==> config.mk <==
export PLATFORM = sky130hd
export DESIGN_NAME = spi_frame_ctrl
export DESIGN_NICKNAME = d
export VERILOG_FILES = /design/src/rtl/spi_frame_ctrl.sv
export SDC_FILE = /design/constraint.sdc
export NUM_CORES = 1
export LEC_CHECK = 0
export ABC_CLOCK_PERIOD_IN_PS = 3900
export CORE_MARGIN = 5
export CORE_UTILIZATION = 55
export CTS_BUF_LIST = sky130_fd_sc_hd__clkbuf_16
export CTS_CLUSTER_DIAMETER = 200
export DETAILED_ROUTE_END_ITERATION = 7
export HOLD_SLACK_MARGIN = 0.05
export PLACE_DENSITY = 0.92
export SYNTH_ARGS = -nofsm -noshare
export SYNTH_HDL_FRONTEND = slang
export SYNTH_SLANG_ARGS = --single-unit
==> constraint.sdc <==
create_clock -name clk -period 3.9 [get_ports clk]
set_input_delay 0.78 -clock clk [delete_from_list [all_inputs] [get_ports clk]]
set_output_delay 0.78 -clock clk [all_outputs]
set_load 0.1 [all_outputs]
==> src/rtl/spi_frame_ctrl.sv <==
// SPI mode-0 slave that turns 32-bit frames into single register-bus reads/writes.
// Optional build macro SPI_FRAME_CTRL_ABORT_CNT_EN enables the saturating aborted-frame counter.
module spi_frame_ctrl #(
  parameter int unsigned SCLK_SYNC_STAGES = 2
) (
  input  logic        clk,
  input  logic        rstn,
  input  logic        sclk,
  input  logic        cs_n,
  input  logic        mosi,
  output logic        miso,
  output logic [15:0] addr,
  output logic [15:0] wdata,
  output logic        wr,
  input  logic [15:0] rdata,
  output logic        busy,
  output logic        xfer_done,
  output logic [7:0]  abort_cnt
);

  localparam int unsigned CNT_W      = 6;
  localparam int unsigned DATA_W     = 16;
  localparam int unsigned FRAME_BITS = 32;
  localparam int unsigned HALF_BITS  = 16;

  typedef enum logic [2:0] {
    IDLE    = 3'd0,
    CMD     = 3'd1,
    RD_WAIT = 3'd2,
    RD_LOAD = 3'd3,
    RDATA   = 3'd4,
    WDATA   = 3'd5,
    DONE    = 3'd6
  } state_t;

  logic [SCLK_SYNC_STAGES-1:0] sclk_sync, cs_sync, mosi_sync;
  logic sclk_s, cs_s, mosi_s;
  logic sclk_d, cs_d;
  logic sclk_rise, sclk_fall, cs_fall, cs_rise;

  // Pin synchronizers plus one extra flop for edge detection
  always_ff @(posedge clk or negedge rstn) begin
    if (!rstn) begin
      sclk_sync <= '0;
      cs_sync   <= '1;
      mosi_sync <= '0;
      sclk_d    <= 1'b0;
      cs_d      <= 1'b1;
    end else begin
      sclk_sync <= {sclk_sync[SCLK_SYNC_STAGES-2:0], sclk};
      cs_sync   <= {cs_sync[SCLK_SYNC_STAGES-2:0], cs_n};
      mosi_sync <= {mosi_sync[SCLK_SYNC_STAGES-2:0], mosi};
      sclk_d    <= sclk_s;
      cs_d      <= cs_s;
    end
  end

  assign sclk_s    = sclk_sync[SCLK_SYNC_STAGES-1];
  assign cs_s      = cs_sync[SCLK_SYNC_STAGES-1];
  assign mosi_s    = mosi_sync[SCLK_SYNC_STAGES-1];
  assign sclk_rise = sclk_s & ~sclk_d;
  assign sclk_fall = ~sclk_s & sclk_d;
  assign cs_fall   = ~cs_s & cs_d;
  assign cs_rise   = cs_s & ~cs_d;

  state_t            state, state_nxt;
  logic [CNT_W-1:0]  bit_cnt, bit_cnt_nxt;
  logic [14:0]       rx_sr, rx_sr_nxt;   // only the last 15 bits are ever needed
  logic [14:0]       tx_sr, tx_sr_nxt;   // bits still to send after the one on miso
  logic [DATA_W-1:0] addr_nxt, wdata_nxt;
  logic              wr_nxt, done_nxt, miso_nxt, busy_nxt;

  always_ff @(posedge clk or negedge rstn) begin
    if (!rstn) begin
      state     <= IDLE;
      bit_cnt   <= '0;
      rx_sr     <= '0;
      tx_sr     <= '0;
      addr      <= '0;
      wdata     <= '0;
      wr        <= 1'b0;
      xfer_done <= 1'b0;
      miso      <= 1'b0;
      busy      <= 1'b0;
    end else begin
      state     <= state_nxt;
      bit_cnt   <= bit_cnt_nxt;
      rx_sr     <= rx_sr_nxt;
      tx_sr     <= tx_sr_nxt;
      addr      <= addr_nxt;
      wdata     <= wdata_nxt;
      wr        <= wr_nxt;
      xfer_done <= done_nxt;
      miso      <= miso_nxt;
      busy      <= busy_nxt;
    end
  end

  always_comb begin
    state_nxt   = state;
    bit_cnt_nxt = bit_cnt;
    rx_sr_nxt   = rx_sr;
    tx_sr_nxt   = tx_sr;
    addr_nxt    = addr;
    wdata_nxt   = wdata;
    wr_nxt      = 1'b0;
    done_nxt    = 1'b0;
    miso_nxt    = miso;

    if (cs_rise && (state != IDLE)) begin
      // normal end of frame from DONE, abort from anywhere else
      state_nxt = IDLE;
      miso_nxt  = 1'b0;
    end else begin
      case (state)
        IDLE: begin
          miso_nxt = 1'b0;
          if (cs_fall) begin
            state_nxt   = CMD;
            bit_cnt_nxt = '0;
            rx_sr_nxt   = '0;
          end
        end
        CMD: begin
          if (sclk_rise) begin
            rx_sr_nxt   = {rx_sr[13:0], mosi_s};
            bit_cnt_nxt = bit_cnt + CNT_W'(1);
            if (bit_cnt == CNT_W'(HALF_BITS - 1)) begin
              addr_nxt  = {1'b0, rx_sr[13:0], mosi_s};
              state_nxt = rx_sr[14] ? WDATA : RD_WAIT;
            end
          end
        end
        RD_WAIT: state_nxt = RD_LOAD;
        RD_LOAD: begin
          tx_sr_nxt = rdata[14:0];
          miso_nxt  = rdata[15];
          state_nxt = RDATA;
        end
        RDATA: begin
          if (sclk_rise) begin
            bit_cnt_nxt = bit_cnt + CNT_W'(1);
            if (bit_cnt == CNT_W'(FRAME_BITS - 1)) begin
              state_nxt = DONE;
              done_nxt  = 1'b1;
              miso_nxt  = 1'b0;
            end
          end else if (sclk_fall && (bit_cnt > CNT_W'(HALF_BITS))) begin
            // the fall right after the 16th rise must keep bit15 on the line
            miso_nxt  = tx_sr[14];
            tx_sr_nxt = {tx_sr[13:0], 1'b0};
          end
        end
        WDATA: begin
          if (sclk_rise) begin
            rx_sr_nxt   = {rx_sr[13:0], mosi_s};
            bit_cnt_nxt = bit_cnt + CNT_W'(1);
            if (bit_cnt == CNT_W'(FRAME_BITS - 1)) begin
              wdata_nxt = {rx_sr, mosi_s};
              wr_nxt    = 1'b1;
              done_nxt  = 1'b1;
              state_nxt = DONE;
            end
          end
        end
        DONE:    miso_nxt  = 1'b0;
        default: state_nxt = IDLE;
      endcase
    end

    busy_nxt = (state_nxt != IDLE);
  end

`ifdef SPI_FRAME_CTRL_ABORT_CNT_EN
  logic       abort;
  logic [7:0] abort_q;

  assign abort = cs_rise && (state != IDLE) && (state != DONE);

  // Saturating count of frames cut short by cs_n
  always_ff @(posedge clk or negedge rstn) begin
    if (!rstn) begin
      abort_q <= '0;
    end else if (abort && (abort_q != 8'hFF)) begin
      abort_q <= abort_q + 8'd1;
    end
  end

  assign abort_cnt = abort_q;
`else
  assign abort_cnt = '0;
`endif

endmodule

==> flow_metrics.env, run 1 <==
export IMPL_cp_slowest_cell="clkdlybuf4s50_1"
export IMPL_total_power_mw=2.16
export IMPL_yosys_warnings=0
export IMPL_numPortBuffers=55
export IMPL_die_area_mm2=0.00848
export IMPL_worst_pin_slew_ns=1.21
export IMPL_worst_slack_ns=1.27
export IMPL_htree_levels=3
export IMPL_min_path_type="reg2reg"
export IMPL_async_reset_ff_share_pct=100
export IMPL_post_cts_resize_count=0
export IMPL_top_usage_layer="met2"
export IMPL_antenna_found_initial=0
export IMPL_cts_tree="done"
export IMPL_drcViolationCount=0
export IMPL_cp_top_family="buffers and inverters"
export IMPL_power_leakage_nw=1.96
export IMPL_r2r_slack_ns=1.40
export IMPL_numCtsBuffers=9
export IMPL_synth_distinct_cells=47
export IMPL_postCtsHoldBufs=0
export IMPL_crit_type="reg2out"
export IMPL_grt_pass1_wl_um=12300
export IMPL_relSlewSlack_pct=19.3
export IMPL_cp_depth=1
export IMPL_vias=2532
export IMPL_arrival_ns=1.85
export IMPL_finalSetupTns_ns=0
export IMPL_worstHoldPathCells=0
export IMPL_ys_ff_latch=82
export IMPL_dp_hpwl_um=4860
export IMPL_antenna_cells=0
export IMPL_setup_viol=0
export IMPL_cp_num_buf_inv=1
export IMPL_die_w_um=92.1
export IMPL_dr_pass1_iters=4
export IMPL_core_area_mm2=0.00668
export IMPL_post_route_period_util_pct=67.5
export IMPL_cts_reportedPaths_clkPinSlew_ns=0.06
export IMPL_whs_ns=0.355
export IMPL_powerDensity_mw_per_mm2=474
export IMPL_drive_above_1_share_pct=21.9
export IMPL_wl_per_cell_um=16.3
export IMPL_hold_viol_final=0
export IMPL_dp_slack_ns=1.42
export IMPL_post_cts_buffers=0
export IMPL_wirelength_um=7190
export IMPL_viasPerCell=5.75
export IMPL_synth_avg_cell_area_um2=12.2
export IMPL_slowest_delay_ns=1.15
export IMPL_r2r_start="state[1]$_DFF_PN0_"
export IMPL_cts_buffer_depth=2
export IMPL_rsz0062_at_grt="false"
export IMPL_ioPinCount=65
export IMPL_path_cells="clkdlybuf4s50_1"
export IMPL_gr_usage_all_layers_pct=18.2
export IMPL_grt_use_met2_pct=29.7
export IMPL_area_delta_synth_final_pct=22.9
export IMPL_crit_fanout=2
export IMPL_finClkSkew_ns=0.00724
export IMPL_start_util_pct=55.4
export IMPL_fmax_ghz=0.380
export IMPL_synth_cells=304
export IMPL_r2r_end="tx_sr[0]$_DFFE_PN0P_"
export IMPL_ant_nets=0
export IMPL_clk_latency_ns=0.33
export IMPL_min_to="cs_sync[1]$_DFF_PN1_"
export IMPL_layout_cells_most_common="dfrtp_1"
export IMPL_grt_max_degree=83
export IMPL_start_kind="register"
export IMPL_root_buffer="clkbuf_16"
export IMPL_rr_worst_depth=5
export IMPL_final_nets=378
export IMPL_met1_usage_pct=23.4
export IMPL_seq_area_frac_synth_pct=55.5
export IMPL_grt_pass1_vias=2635
export IMPL_dieHeight_um=92.1
export IMPL_gp_congestion=0.868
export IMPL_drv_slew=0
export IMPL_final_cell_mix="dfrtp_1, clkdlybuf4s50_1, mux2_2"
export IMPL_cp_end_kind="primary output"
export IMPL_core_rowCount=30
export IMPL_maxCapViolations=0
export IMPL_grt_overflow_total=0
export IMPL_max_vdd_ir_drop_mv=0.335
export IMPL_cts_sinks=82
export IMPL_outcome="finished, final reports clean"
export IMPL_drt_iter0_markers=243
export IMPL_syn_area_mm2=0.00370
export IMPL_required_ns=3.12
export IMPL_grtUsageMet3_pct=3.94
export IMPL_synth_edf_count=0
export IMPL_min_from="cs_sync[0]$_DFF_PN1_"
export IMPL_synth_ff_type="dfrtp_1"
export IMPL_nFillCells=470
export IMPL_min_period_ns=2.63
## power by group
part / internal, mW / switching [mW]
clock network: 0.487 / 0.316
registers: 0.906 / 0.0644
logic: 0.113 / 0.270
total: 1.51 / 0.651
## cell usage after synthesis, drive strengths merged, types with 2 or more instances
cell    number  area, um^2
nor2        11        43.8
nand2       20        75.1
nand3        7        35.0
or2          2        12.5
mux2i        2        20.0
o21ai       24         124
ha           2        25.0
clkbuf      13        48.8
nor4b        3        32.5
nand2b       4        25.0
a31oi        3        18.8
or3          2        12.5
inv          6        22.5
buf         13        96.3
nor3         7        35.0
nor2b        5        31.3
o31ai       19         143
dfrtp       79        1980
dfstp        3        78.8
mux2        60         676
## per-stage QoR
stage | utilization (%) | instances | area, um^2
2_1_floorplan | - | 312 | 3730
3_3_place_gp | 63.9 | 424 | 4270
3_5_place_dp | 63.9 | 424 | 4270
4_1_cts | 68.1 | 440 | 4550
5_1_grt | 68.1 | 440 | 4550
6_report | 68.1 | 440 | 4550
## sequential cells by signal, summed over array words and instances, names as in the netlist
name	count
wdata	16
addr	15
rx_sr	15
tx_sr	15
bit_cnt	6
state	3
cs_sync	2
mosi_sync	2
sclk_sync	2
busy	1
cs_d	1
miso	1
sclk_d	1
wr	1
xfer_done	1
## layer usage
layer,vias up,wire length (um)
met2,75,3670
met1,1255,3060
li1,1186,-
met4,0,122
met3,16,329
met5,-,0
## layout make-up
type | count | area, um^2 | share of cell area [%]
repair buffers | 58 | 571 | 12.5
clock buffers | 9 | 225 | 4.95
flip-flops and latches | 82 | 2060 | 45.1
clock inverters | 7 | 61.3 | 1.35
well taps | 80 | 100 | 2.20
inverters | 6 | 22.5 | 0.495
multi-input cells | 198 | 1520 | 33.3
## logic make-up after synthesis
group | after synthesis | share of synthesized area, %
other cells | 1 | 0.101
fa+ha+maj | 2 | 0.675
flops | 82 | 55.5
buf+inv | 32 | 4.53
mux | 62 | 18.8
simple gates | 67 | 10.2
compound gates | 58 | 10.2
## worst max-delay path by stage
| stage | startpoint | end | slack [ns] |
|---|---|---|---|
| after CTS | addr[0]$_DFFE_PN0P_ | addr[0] | 1.25 |
| after detailed placement | state[1]$_DFF_PN0_ | tx_sr[0]$_DFFE_PN0P_ | 1.42 |
| after global placement | state[1]$_DFF_PN0_ | tx_sr[4]$_DFFE_PN0P_ | 1.47 |
| final | addr[0]$_DFFE_PN0P_ | addr[0] | 1.27 |
| after global routing | addr[0]$_DFFE_PN0P_ | addr[0] | 1.21 |
| after floorplan | bit_cnt[0]$_DFFE_PN0P_ | wdata[10]$_DFFE_PN0P_ | 1.82 |
No activity file was read; power rests on OpenSTA's default activity.
==> inputs of run 2 (changes only) <==
- ABC_CLOCK_PERIOD_IN_PS: 3900 -> 2700
- CORE_UTILIZATION: 55 -> 53
- PLACE_DENSITY: 0.92 -> 0.89
- clock period: 3.9 -> 2.7 ns (I/O delays scaled with it)
==> run 2 against run 1 <==
Net effect: critical path depth up 4; clock power up 44%; global-route usage down 0.49 points; sequential share of layout area up 0.43 points; first-iteration DRC count up 21%; core utilization down 1.8 points; cell area down 0.93%; via count up 0.36%; worst hold slack worse by 0.0032 ns; final cell count up 4.1%; count of clock-buffer cells in the layout unchanged; flip-flop and latch count unchanged; largest cell class unchanged.
==> flow_metrics.env, run 2 (synthesis gave the netlist of run 1 again) <==
export IMPL_cts_tree="done"
export IMPL_grt_overflow_total=0
export IMPL_regMostFlops="wdata"
export IMPL_placed_cell_area_mm2=0.00423
export IMPL_final_nets=382
export IMPL_total_power_mw=3.13
export IMPL_instances_no_fill=458
export IMPL_root_buffer="clkbuf_16"
export IMPL_arrival_ns=2.44
export IMPL_viasPerCell=5.55
export IMPL_antenna_cells=0
export IMPL_area_delta_synth_final_pct=21.7
export IMPL_rsz0062_at_grt="false"
export IMPL_wl_per_cell_um=16.0
export IMPL_crit_type="reg2reg"
export IMPL_start_kind="register"
export IMPL_layout_cells_most_common="dfrtp_1"
export IMPL_core_area_mm2=0.00679
export IMPL_min_path_type="reg2reg"
export IMPL_dp_slack_ns=0.512
export IMPL_outcome="finished, final reports clean"
export IMPL_final_cell_mix="dfrtp_1, mux2_2, buf_4"
export IMPL_whs_ns=0.352
export IMPL_relSlewSlack_pct=34.6
export IMPL_post_cts_resize_count=0
export IMPL_hold_viol_final=0
export IMPL_antenna_found_initial=0
export IMPL_grt_pass1_vias=2585
export IMPL_finClkSkew_ns=0.00545
export IMPL_worst_slack_ns=0.473
export IMPL_gr_usage_all_layers_pct=17.8
export IMPL_final_util_pct=66.4
export IMPL_dp_cells=444
export IMPL_post_cts_buffers=0
export IMPL_grt_max_degree=82
export IMPL_die_area_mm2=0.00876
export IMPL_core_rowCount=30
export IMPL_dr_pass1_iters=5
export IMPL_setup_viol=0
export IMPL_powerDensity_mw_per_mm2=695
export IMPL_finalSetupTns_ns=0
export IMPL_dieHeight_um=93.6
export IMPL_cp_end_kind="register"
export IMPL_crit_fanout=15
export IMPL_cts_buffer_depth=2
export IMPL_grt_pass1_wl_um=12400
export IMPL_max_vdd_ir_drop_mv=0.521
export IMPL_nFillCells=499
export IMPL_slowest_delay_ns=0.51
export IMPL_ioPinCount=65
export IMPL_power_leakage_nw=2.05
export IMPL_numCtsBuffers=9
export IMPL_maxCapViolations=0
export IMPL_wirelength_um=7330
export IMPL_cts_sinks=82
export IMPL_drcViolationCount=0
export IMPL_worst_pin_slew_ns=0.982
export IMPL_start_util_pct=54.5
export IMPL_drt_iter0_markers=295
export IMPL_finalInstanceArea_mm2=0.00451
export IMPL_min_period_ns=2.23
export IMPL_numPortBuffers=55
export IMPL_vias=2541
export IMPL_htree_levels=3
export IMPL_ant_nets=0
export IMPL_required_ns=2.91
export IMPL_drv_slew=0
export IMPL_clk_latency_ns=0.33
export IMPL_cp_slowest_cell="nand4_2"
export IMPL_r2r_slack_ns=0.47
export IMPL_largest_reg_flops=16
export IMPL_drive_above_1_share_pct=32.9
export IMPL_cts_reportedPaths_clkPinSlew_ns=0.06
export IMPL_path_cells="ha_1, nand4b_1, nor2_1, nand4_2, mux2_2"
export IMPL_fmax_ghz=0.449
export IMPL_postCtsHoldBufs=0
export IMPL_post_route_period_util_pct=82.5
export IMPL_die_w_um=93.6
export IMPL_dp_hpwl_um=4740
export IMPL_gp_congestion=0.885
[run 2: worst max-delay path: cells and delay by family (launching register included)]
kind / cells / cell delay (ns)
adders and majority gates: 1 / 0.24
DFF: 1 / 0.41
muxes: 1 / 0.46
and+or+nand+nor: 3 / 0.99
[run 2: routing by layer]
layer	vias to the layer above	GRT usage (%)	wire (um)
li1	1194	-	-
met2	95	28.5	3660
met3	13	4.10	397
met5	-	0	0
met4	0	7.34	127
met1	1239	23.2	3140
[run 2: worst paths after layout]
path,start,end,cells after the start
max reg2reg,bit_cnt[0]$_DFFE_PN0P_,addr[2]$_DFFE_PN0P_,5
min reg2reg,sclk_sync[0]$_DFF_PN0_,sclk_sync[1]$_DFF_PN0_,0
max,bit_cnt[0]$_DFFE_PN0P_,addr[2]$_DFFE_PN0P_,5
min,sclk_sync[0]$_DFF_PN0_,sclk_sync[1]$_DFF_PN0_,0
max in group asynchronous,rstn,cs_sync[1]$_DFF_PN1_,2
min in group asynchronous,rstn,wdata[4]$_DFFE_PN0P_,1
[run 2: report_power, final]
part           total (mW)  leakage (nW)  switching, mW  internal (mW)
Combinational       0.572         0.835          0.399          0.173
Sequential           1.40          1.08         0.0939           1.31
Clock                1.16         0.138          0.455          0.705
[run 2: final cells by class]
class / instances / area [um^2] / share of cell area [%]
Timing Repair Buffer: 62 / 513 / 11.4
Inverter: 6 / 22.5 / 0.499
Multi-Input combinational cell: 198 / 1520 / 33.6
Clock buffer: 9 / 225 / 4.99
Clock inverter: 5 / 56.3 / 1.25
Sequential cell: 82 / 2060 / 45.6
Tap cell: 96 / 120 / 2.66
